==> src/rtl/led_pkg.sv <==
// led_pkg: shared constants for the LED PWM controller.
//   LED_ADDR_*      word register indices on the I/O bus
//   LED_PERIOD_RST  reset value of the BLINK_PERIOD register
package led_pkg;

  localparam logic [1:0] LED_ADDR_ON     = 2'd0;
  localparam logic [1:0] LED_ADDR_BLINK  = 2'd1;
  localparam logic [1:0] LED_ADDR_DUTY   = 2'd2;
  localparam logic [1:0] LED_ADDR_PERIOD = 2'd3;

  localparam int LED_PERIOD_RST = 63;

endpackage

==> src/rtl/led_pwm_timebase.sv <==
// led_pwm_timebase: prescaler plus free-running PWM counter.
// Ports:
//   clk, resetn  clock and asynchronous active-low reset
//   pwm_cnt      current PWM position, 0 .. 2^PWM_BITS-1, wraps silently
//   tick         one-cycle pulse every PRESCALE clocks (constant 1 when PRESCALE=1)
//   frame_end    tick on the last PWM step of a frame
module led_pwm_timebase #(
  parameter int PRESCALE = 1,
  parameter int PWM_BITS = 8
) (
  input  logic                clk,
  input  logic                resetn,
  output logic [PWM_BITS-1:0] pwm_cnt,
  output logic                tick,
  output logic                frame_end
);

  // A one-bit prescaler is kept even for PRESCALE=1 so the width is never zero.
  localparam int PS_W = (PRESCALE > 1) ? $clog2(PRESCALE) : 1;
  localparam logic [PS_W-1:0] PS_MAX = PS_W'(PRESCALE - 1);

  logic [PS_W-1:0] pre_cnt;

  assign tick      = (pre_cnt == PS_MAX);
  assign frame_end = tick && (pwm_cnt == '1);

  always_ff @(posedge clk or negedge resetn) begin
    if (!resetn) begin
      pre_cnt <= '0;
      pwm_cnt <= '0;
    end else begin
      pre_cnt <= tick ? '0 : pre_cnt + 1'b1;
      if (tick) pwm_cnt <= pwm_cnt + 1'b1;
    end
  end

endmodule

==> src/rtl/led_pwm_driver.sv <==
// led_pwm_driver: memory-mapped LED controller with global PWM brightness,
// per-LED blink and a programmable blink period.
// Build option: define LED_FADE_EN to make the active duty step by one per
// frame toward the written DUTY instead of jumping to it.
// Ports:
//   clk, resetn  clock and asynchronous active-low reset
//   sel          block select; strobes are ignored while low
//   addr         word register index (0 ON, 1 BLINK, 2 DUTY, 3 BLINK_PERIOD)
//   rstrb        read strobe, accepted with no side effects
//   wstrb        write strobe
//   wdata        write data, upper unused bits ignored
//   rdata        combinational read data, zero when sel is low
//   LED          registered active-high LED pins
// Bus handshake: there is no stall; a write is accepted on every clk edge where
// sel && wstrb is high, and rdata is valid in the same cycle sel/addr are held.
module led_pwm_driver import led_pkg::*; #(
  parameter int NUM_LEDS   = 4,
  parameter int PWM_BITS   = 8,
  parameter int PRESCALE   = 1,
  parameter int BLINK_BITS = 16
) (
  input  logic                clk,
  input  logic                resetn,
  input  logic                sel,
  input  logic [1:0]          addr,
  input  logic                rstrb,
  input  logic                wstrb,
  input  logic [31:0]         wdata,
  output logic [31:0]         rdata,
  output logic [NUM_LEDS-1:0] LED
);

  logic [NUM_LEDS-1:0]   on_reg;
  logic [NUM_LEDS-1:0]   blink_reg;
  logic [PWM_BITS-1:0]   duty_shadow;
  logic [PWM_BITS-1:0]   duty_act;
  logic [BLINK_BITS-1:0] period_reg;
  logic [BLINK_BITS-1:0] blink_cnt;
  logic                  phase;

  logic [PWM_BITS-1:0]   pwm_cnt;
  logic                  tick;
  logic                  frame_end;
  logic                  wr;
  logic                  pwm_on;

  led_pwm_timebase #(
    .PRESCALE (PRESCALE),
    .PWM_BITS (PWM_BITS)
  ) u_timebase (
    .clk       (clk),
    .resetn    (resetn),
    .pwm_cnt   (pwm_cnt),
    .tick      (tick),
    .frame_end (frame_end)
  );

  assign wr = sel && wstrb;

  // Full duty is forced on so the default setting behaves like a plain latch.
  assign pwm_on = (duty_act == '1) ? 1'b1 : (pwm_cnt < duty_act);

  // Bus registers.
  always_ff @(posedge clk or negedge resetn) begin
    if (!resetn) begin
      on_reg      <= '0;
      blink_reg   <= '0;
      duty_shadow <= '1;
      period_reg  <= BLINK_BITS'(LED_PERIOD_RST);
    end else if (wr) begin
      case (addr)
        LED_ADDR_ON:     on_reg      <= wdata[NUM_LEDS-1:0];
        LED_ADDR_BLINK:  blink_reg   <= wdata[NUM_LEDS-1:0];
        LED_ADDR_DUTY:   duty_shadow <= wdata[PWM_BITS-1:0];
        default:         period_reg  <= wdata[BLINK_BITS-1:0];
      endcase
    end
  end

  // Active duty only changes at a frame boundary, so a frame is never cut
  // short. A DUTY write on the same edge is seen at the following boundary.
  always_ff @(posedge clk or negedge resetn) begin
    if (!resetn) begin
      duty_act <= '1;
    end else if (frame_end) begin
`ifdef LED_FADE_EN
      if (duty_act < duty_shadow)      duty_act <= duty_act + 1'b1;
      else if (duty_act > duty_shadow) duty_act <= duty_act - 1'b1;
`else
      duty_act <= duty_shadow;
`endif
    end
  end

  // Blink phase: toggles every BLINK_PERIOD+1 frames. A period write restarts
  // the sequence in the visible phase and wins over a coincident toggle.
  always_ff @(posedge clk or negedge resetn) begin
    if (!resetn) begin
      blink_cnt <= '0;
      phase     <= 1'b1;
    end else if (wr && (addr == LED_ADDR_PERIOD)) begin
      blink_cnt <= '0;
      phase     <= 1'b1;
    end else if (frame_end) begin
      if (blink_cnt == period_reg) begin
        blink_cnt <= '0;
        phase     <= ~phase;
      end else begin
        blink_cnt <= blink_cnt + 1'b1;
      end
    end
  end

  always_ff @(posedge clk or negedge resetn) begin
    if (!resetn) LED <= '0;
    else         LED <= on_reg & {NUM_LEDS{pwm_on}} & (~blink_reg | {NUM_LEDS{phase}});
  end

  always_comb begin
    rdata = '0;
    if (sel) begin
      case (addr)
        LED_ADDR_ON:    rdata = 32'(on_reg);
        LED_ADDR_BLINK: rdata = 32'(blink_reg);
        LED_ADDR_DUTY:  rdata = 32'(duty_shadow);
        default:        rdata = 32'(period_reg);
      endcase
    end
  end

  // Inputs that carry no state: the read strobe, tick, and unused wdata bits.
  logic unused;
  assign unused = &{1'b0, rstrb, tick, wdata};

endmodule
==> config.mk <==
export PLATFORM = sky130hd
export DESIGN_NAME = led_pwm_driver
export DESIGN_NICKNAME = d
export VERILOG_FILES = /design/src/rtl/led_pkg.sv /design/src/rtl/led_pwm_timebase.sv /design/src/rtl/led_pwm_driver.sv
export SDC_FILE = /design/constraint.sdc
export NUM_CORES = 1
export LEC_CHECK = 0
export CORE_MARGIN = 2
export CORE_UTILIZATION = 45
export CTS_CLUSTER_DIAMETER = 50
export DETAILED_ROUTE_END_ITERATION = 8
export PLACE_DENSITY_LB_ADDON = 0.3
export SYNTH_ARGS = -nofsm -noshare
export SYNTH_HDL_FRONTEND = slang
export SYNTH_SLANG_ARGS = --single-unit
==> constraint.sdc <==
create_clock -name clk -period 2.19 [get_ports clk]
set_clock_uncertainty 0.15 [all_clocks]
set_input_delay 0.219 -clock clk [delete_from_list [all_inputs] [get_ports clk]]
set_output_delay 0.219 -clock clk [all_outputs]
set_load 0.1 [all_outputs]
### Word-level counts from Yosys, hierarchy flattened

Cells that the tools add are included.

| operators by class | value |
|---|---|
| multiplexer cells | 10 |
| multipliers | 0 |
| order comparisons | 1 |
| shift operators | 0 |
| bitwise gates (word level) | 7 |
| eq/ne operators | 6 |
| reduce and logical (&&, ||, !) cells | 12 |
| div/mod/pow operators | 0 |
| $add $sub $neg | 3 |

Operator list:

| operator | count |
|---|---|
| $mux 16 | 4 |
| $pmux 16 s3 | 1 |
| $add 16x1->16 const B | 1 |
| $eq 16x16->1 | 1 |
| $eq 8x8->1 const B | 2 |
| $reduce_and 2->1 | 5 |
| $add 8x1->8 const B | 1 |
| $and 4x4->4 | 2 |
| $lt 8x8->1 | 1 |
| $mux 1 | 5 |
| $eq 2x2->1 const B | 2 |
| $not 4->4 | 1 |
| $or 4x4->4 | 1 |
| $reduce_bool 2->1 | 2 |
| $logic_and 1x1->1 | 3 |
| $not 1->1 | 3 |
| $reduce_or 3->1 | 1 |
| $eq 2x1->1 const B | 1 |
| $logic_not 2->1 | 1 |
| $add 1x1->1 const B | 1 |

| storage, ports and cells | value |
|---|---|
| memories kept | 0 |
| bits in latches | 0 |
| ROM bits | 0 |
| RAM bits | 0 |
| bits of input ports | 39 |
| register bits | 70 |

### Logic depth before layout (Yosys ltp)

| logic depth | value |
|---|---|
| depth after elaboration | 4 |
| gate-level depth with buffers | 7 |

### Modules after synthesis

A second synthesis with hierarchy kept.

| second synthesis, totals | value |
|---|---|
| cells, all modules | 364 |
| area, all modules | 3,636.0 sq um |

Modules (own cells, without submodules):

| module | area an instance (sq um) | instances | cells an instance |
|---|---|---|---|
| led_pwm_driver | 3,301.9 | 1 | 335 |
| led_pwm_timebase | 334.1 | 1 | 29 |

### Worst setup path before layout

Ideal clock, no wire load.

| timing | value |
|---|---|
| path type | input port to output port |
| start point | in addr[0] |
| end point | out rdata[4] |
| slack | -0.162 ns |
| buffers on the path | 1 |
| stages | 3 |
| data required time | 1.821 ns |
| arrival | 1.983 ns |
| path through | clkbuf_1 -> mux2i_1 -> nor2_1 |

| on the way | value |
|---|---|
| cells in the longest elaborated chain, start to end | 3 |
| elaborated cells on any way between the ends | 5 |
| those cells by class | 2 x eq/ne; 2 x mux; 1 x reduce/logical |

Ends and longest elaborated chain:

| item | RTL line | RTL |
|---|---|---|
| start: declaration | led_pwm_driver.sv:25 | `input logic [1:0] addr,` |
| $eq 2x2->1, or another cell as far along | led_pwm_driver.sv:122 | `case (addr)` |
| $pmux 16 s3 (*) | led_pwm_driver.sv:122 |  |
| $mux 16 (*) | led_pwm_driver.sv:121 | `if (sel) begin` |
| end: declaration | led_pwm_driver.sv:29 | `output logic [31:0] rdata,` |

Mark *: on every way between the ends. The rest lies on a longest branch, timed or not.

### Worst setup path in the final report

| timing | value |
|---|---|
| start point | in addr[0] |
| end point | out rdata[0] |

Same word-level chain as after synthesis.

==> results_dict.tcl <==
set metrics [dict create \
    portBuffers 41 \
    globalplace.congestion 0.8261 \
    slew_viol_final 0 \
    p_per_area_nw_per_um2 719.8 \
    grt_pass1_vias 2710 \
    syn_to_final_growth_pct 26.99 \
    leakage_nw 2.111 \
    rows 32 \
    async_reset_ff_share_pct 100.0 \
    clockBufferDepth 2 \
    die-area_um2 8896 \
    drt_iter0_markers 185 \
    h-tree-depth 3 \
    grt_max_degree 70 \
    vias_per_cell 5.150 \
    status "finished clean" \
    grt_pass1_wl_mm 13.57 \
    fin_nets 468 \
    synth_seq_cells 69 \
    final_antenna_net_count 0 \
    firstDrtPassIters 4 \
    n_antenna_cell 0 \
    slowest_stage "clkdlybuf4s50_1" \
    crit_type "in -> out" \
    hold_viol 0 \
    antenna_found_initial 0 \
    period_minus_slack_ps 2151 \
    netlist_area_um2 3671 \
    synth_edf_count 0 \
    cp.required_ps 1820 \
    cpPeakStageDelay_ps 520 \
    holdPathStages 3 \
    synth_flop_cell "dfrtp_1" \
    synth_cell_type_count 47 \
    setup_viol 0 \
    routed_wl_mm 8.113 \
    cp.buffers_inverters 3 \
    overflow 0 \
    cts_buffers 9 \
    yosys-top-cells-area "dfrtp_1 31%, dfstp_2 16%, mux2_2 7.4%, nand2_1 7.1%, xor2_1 4.3%" \
    insertion_delay_ps 350 \
    cts_tree "built" \
    globalRouteTotalUtil_pct 20.22 \
    ir_worst_vdd_v 0.0004146 \
    clock-root-buffer "clkbuf_8" \
    vias 2714 \
    fillers 637 \
    synth_top_area_share_pct 31.36 \
    synth_common_cells "69 x nand2_1, 46 x dfrtp_1, 24 x mux2_2" \
    core_area_um2 7807 \
    worstPathArrival_ps 1780 \
    post_cts_buffers 0 \
    synth_warnings 0 \
    hold_class "in -> reg" \
    dp_hpwl_mm 6.053 \
    die-width_um 94.32 \
    num_io_pins 75 \
    holdWs_ps 243.2 \
    detail_route.wl_per_cell_um 15.39 \
    cp-end-kind "primary output" \
    crit_chain "clkdlybuf4s50_1, buf_12, mux4_2, and2_1, buf_12" \
    multiInputGateArea_um2 1755 \
    drcViolationCount 0 \
    tns_ps 0 \
    drive_above_1_share_pct 28.71 \
    critPathLaunchType "input pin" \
    seq_area_frac_synth_pct 47.82 \
    syn_avg_cell_area_um2 10.34 \
    worstRegToRegCells 6 \
    die_h_um 94.32 \
    cts_sinks 69 \
    regArea_um2 1755 \
    cp_num_cells 5 \
    maxCapViolCount 0 \
    fmax_mhz 464.9 \
    path_max_fanout 11 \
    synth.most_common_cell "nand2_1" \
    rsz0062_at_grt "no" \
    path_clk_slew_ps 70 \
    syn_inst 355 \
    start_util_pct 47.02 \
    cp_top_family "buffers and inverters" \
    final.period_utilization_pct 98.22 \
    yosysTopAreaCell "dfrtp_1" \
    path_common_cell "buf_12" \
]
## worst min-delay path, cell delays in order
cell and delay, ps:
clkdlybuf4s50_1 390, nand2_1 50, nand2_1 40
## logic make-up (layout without fill, tap and decap cells)
group           after synthesis  in the layout  share of synthesized area (%)
other cells                   1             16                         0.1022
fa+ha+maj                     9              9                          3.068
compound gates               25             25                          4.397
flops                        69             69                          47.82
buf+inv                      40             95                          6.510
mux                          32             32                          10.91
xor+xnor                     33             33                          7.873
simple gates                146            146                          19.33
## power by group
group | internal (mW) | leakage [nW] | switching, mW | total (mW)
clock | 0.589 | 0.0959 | 0.470 | 1.06
combinational | 0.282 | 1.18 | 0.466 | 0.748
sequential | 1.44 | 0.838 | 0.112 | 1.55
## final timing paths
kind / startpoint / to / slack [ps]
hold / removal: wdata[14] / period_reg[14]$_DFFE_PN0P_ / 240
hold reg to reg: period_reg[0]$_DFFE_PN1P_ / period_reg[0]$_DFFE_PN1P_ / 330
max in group asynchronous: resetn / duty_shadow[1]$_DFFE_PN1P_ / 1270
setup / recovery: addr[0] / rdata[0] / 40
setup reg to reg: duty_act[6]$_DFFE_PN1N_ / LED[1]$_DFF_PN0_ / 80
min in group asynchronous: resetn / on_reg[3]$_DFFE_PN0P_ / 260
## layout make-up
| class | count | share of cell area [%] |
|---|---|---|
| Inverter | 13 | 1.047 |
| Multi-Input combinational cell | 261 | 37.65 |
| Timing Repair Buffer | 66 | 16.53 |
| Tap cell | 102 | 2.738 |
| Clock buffer | 13 | 3.408 |
| Sequential cell | 69 | 37.65 |
| Clock inverter | 3 | 0.9662 |
## repair_timing
item / CTS / global route
setup endpoints to repair: 0 / 2
hold buffers: 1 / 0
gates resized for setup: 0 / 2
endpoints found under the hold margin: 46 / 0
## cells in the final DEF, fill, tap and decap left out, drive strengths merged, types with 3 or more instances in the layout
| master | n |
|---|---|
| ha | 9 |
| nor2 | 21 |
| mux2 | 24 |
| inv | 13 |
| xor2 | 18 |
| nand3 | 10 |
| dfrtp | 46 |
| nor4 | 6 |
| and3 | 3 |
| nor3 | 5 |
| nand4 | 6 |
| xnor2 | 15 |
| and4 | 3 |
| o31ai | 3 |
| conb | 16 |
| a21oi | 7 |
| mux4 | 4 |
| clkbuf | 13 |
| and2 | 12 |
| nand2 | 69 |
| dfstp | 23 |
| buf | 45 |
| mux2i | 4 |
| clkdlybuf4s50 | 20 |
| o21ai | 7 |
| nor4b | 3 |
## per-layer routing
layer / up-vias / share of wire (%) / GRT usage, % / wire length, µm
met5: - / 0 / 0 / 0
met4: 0 / 1.7 / 7.850 / 135
met3: 10 / 5.4 / 3.130 / 442
met2: 82 / 46 / 30.60 / 3709
met1: 1325 / 47 / 29.31 / 3825
li1: 1297 / - / - / -
## metrics by stage
stage,instances,instance area [µm²],setup slack [ps],power [mW],utilization (%)
3_3_place_gp,510,4436,27.37,2.305,56.81
3_5_place_dp,510,4436,-61.32,2.321,56.81
2_1_floorplan,370,3737,162.9,2.069,-
5_1_grt,527,4662,4.575,3.497,59.71
4_1_cts,527,4649,53.87,3.382,59.55
6_report,527,4662,39.01,3.356,59.71
(Power assumes the default switching activity.)
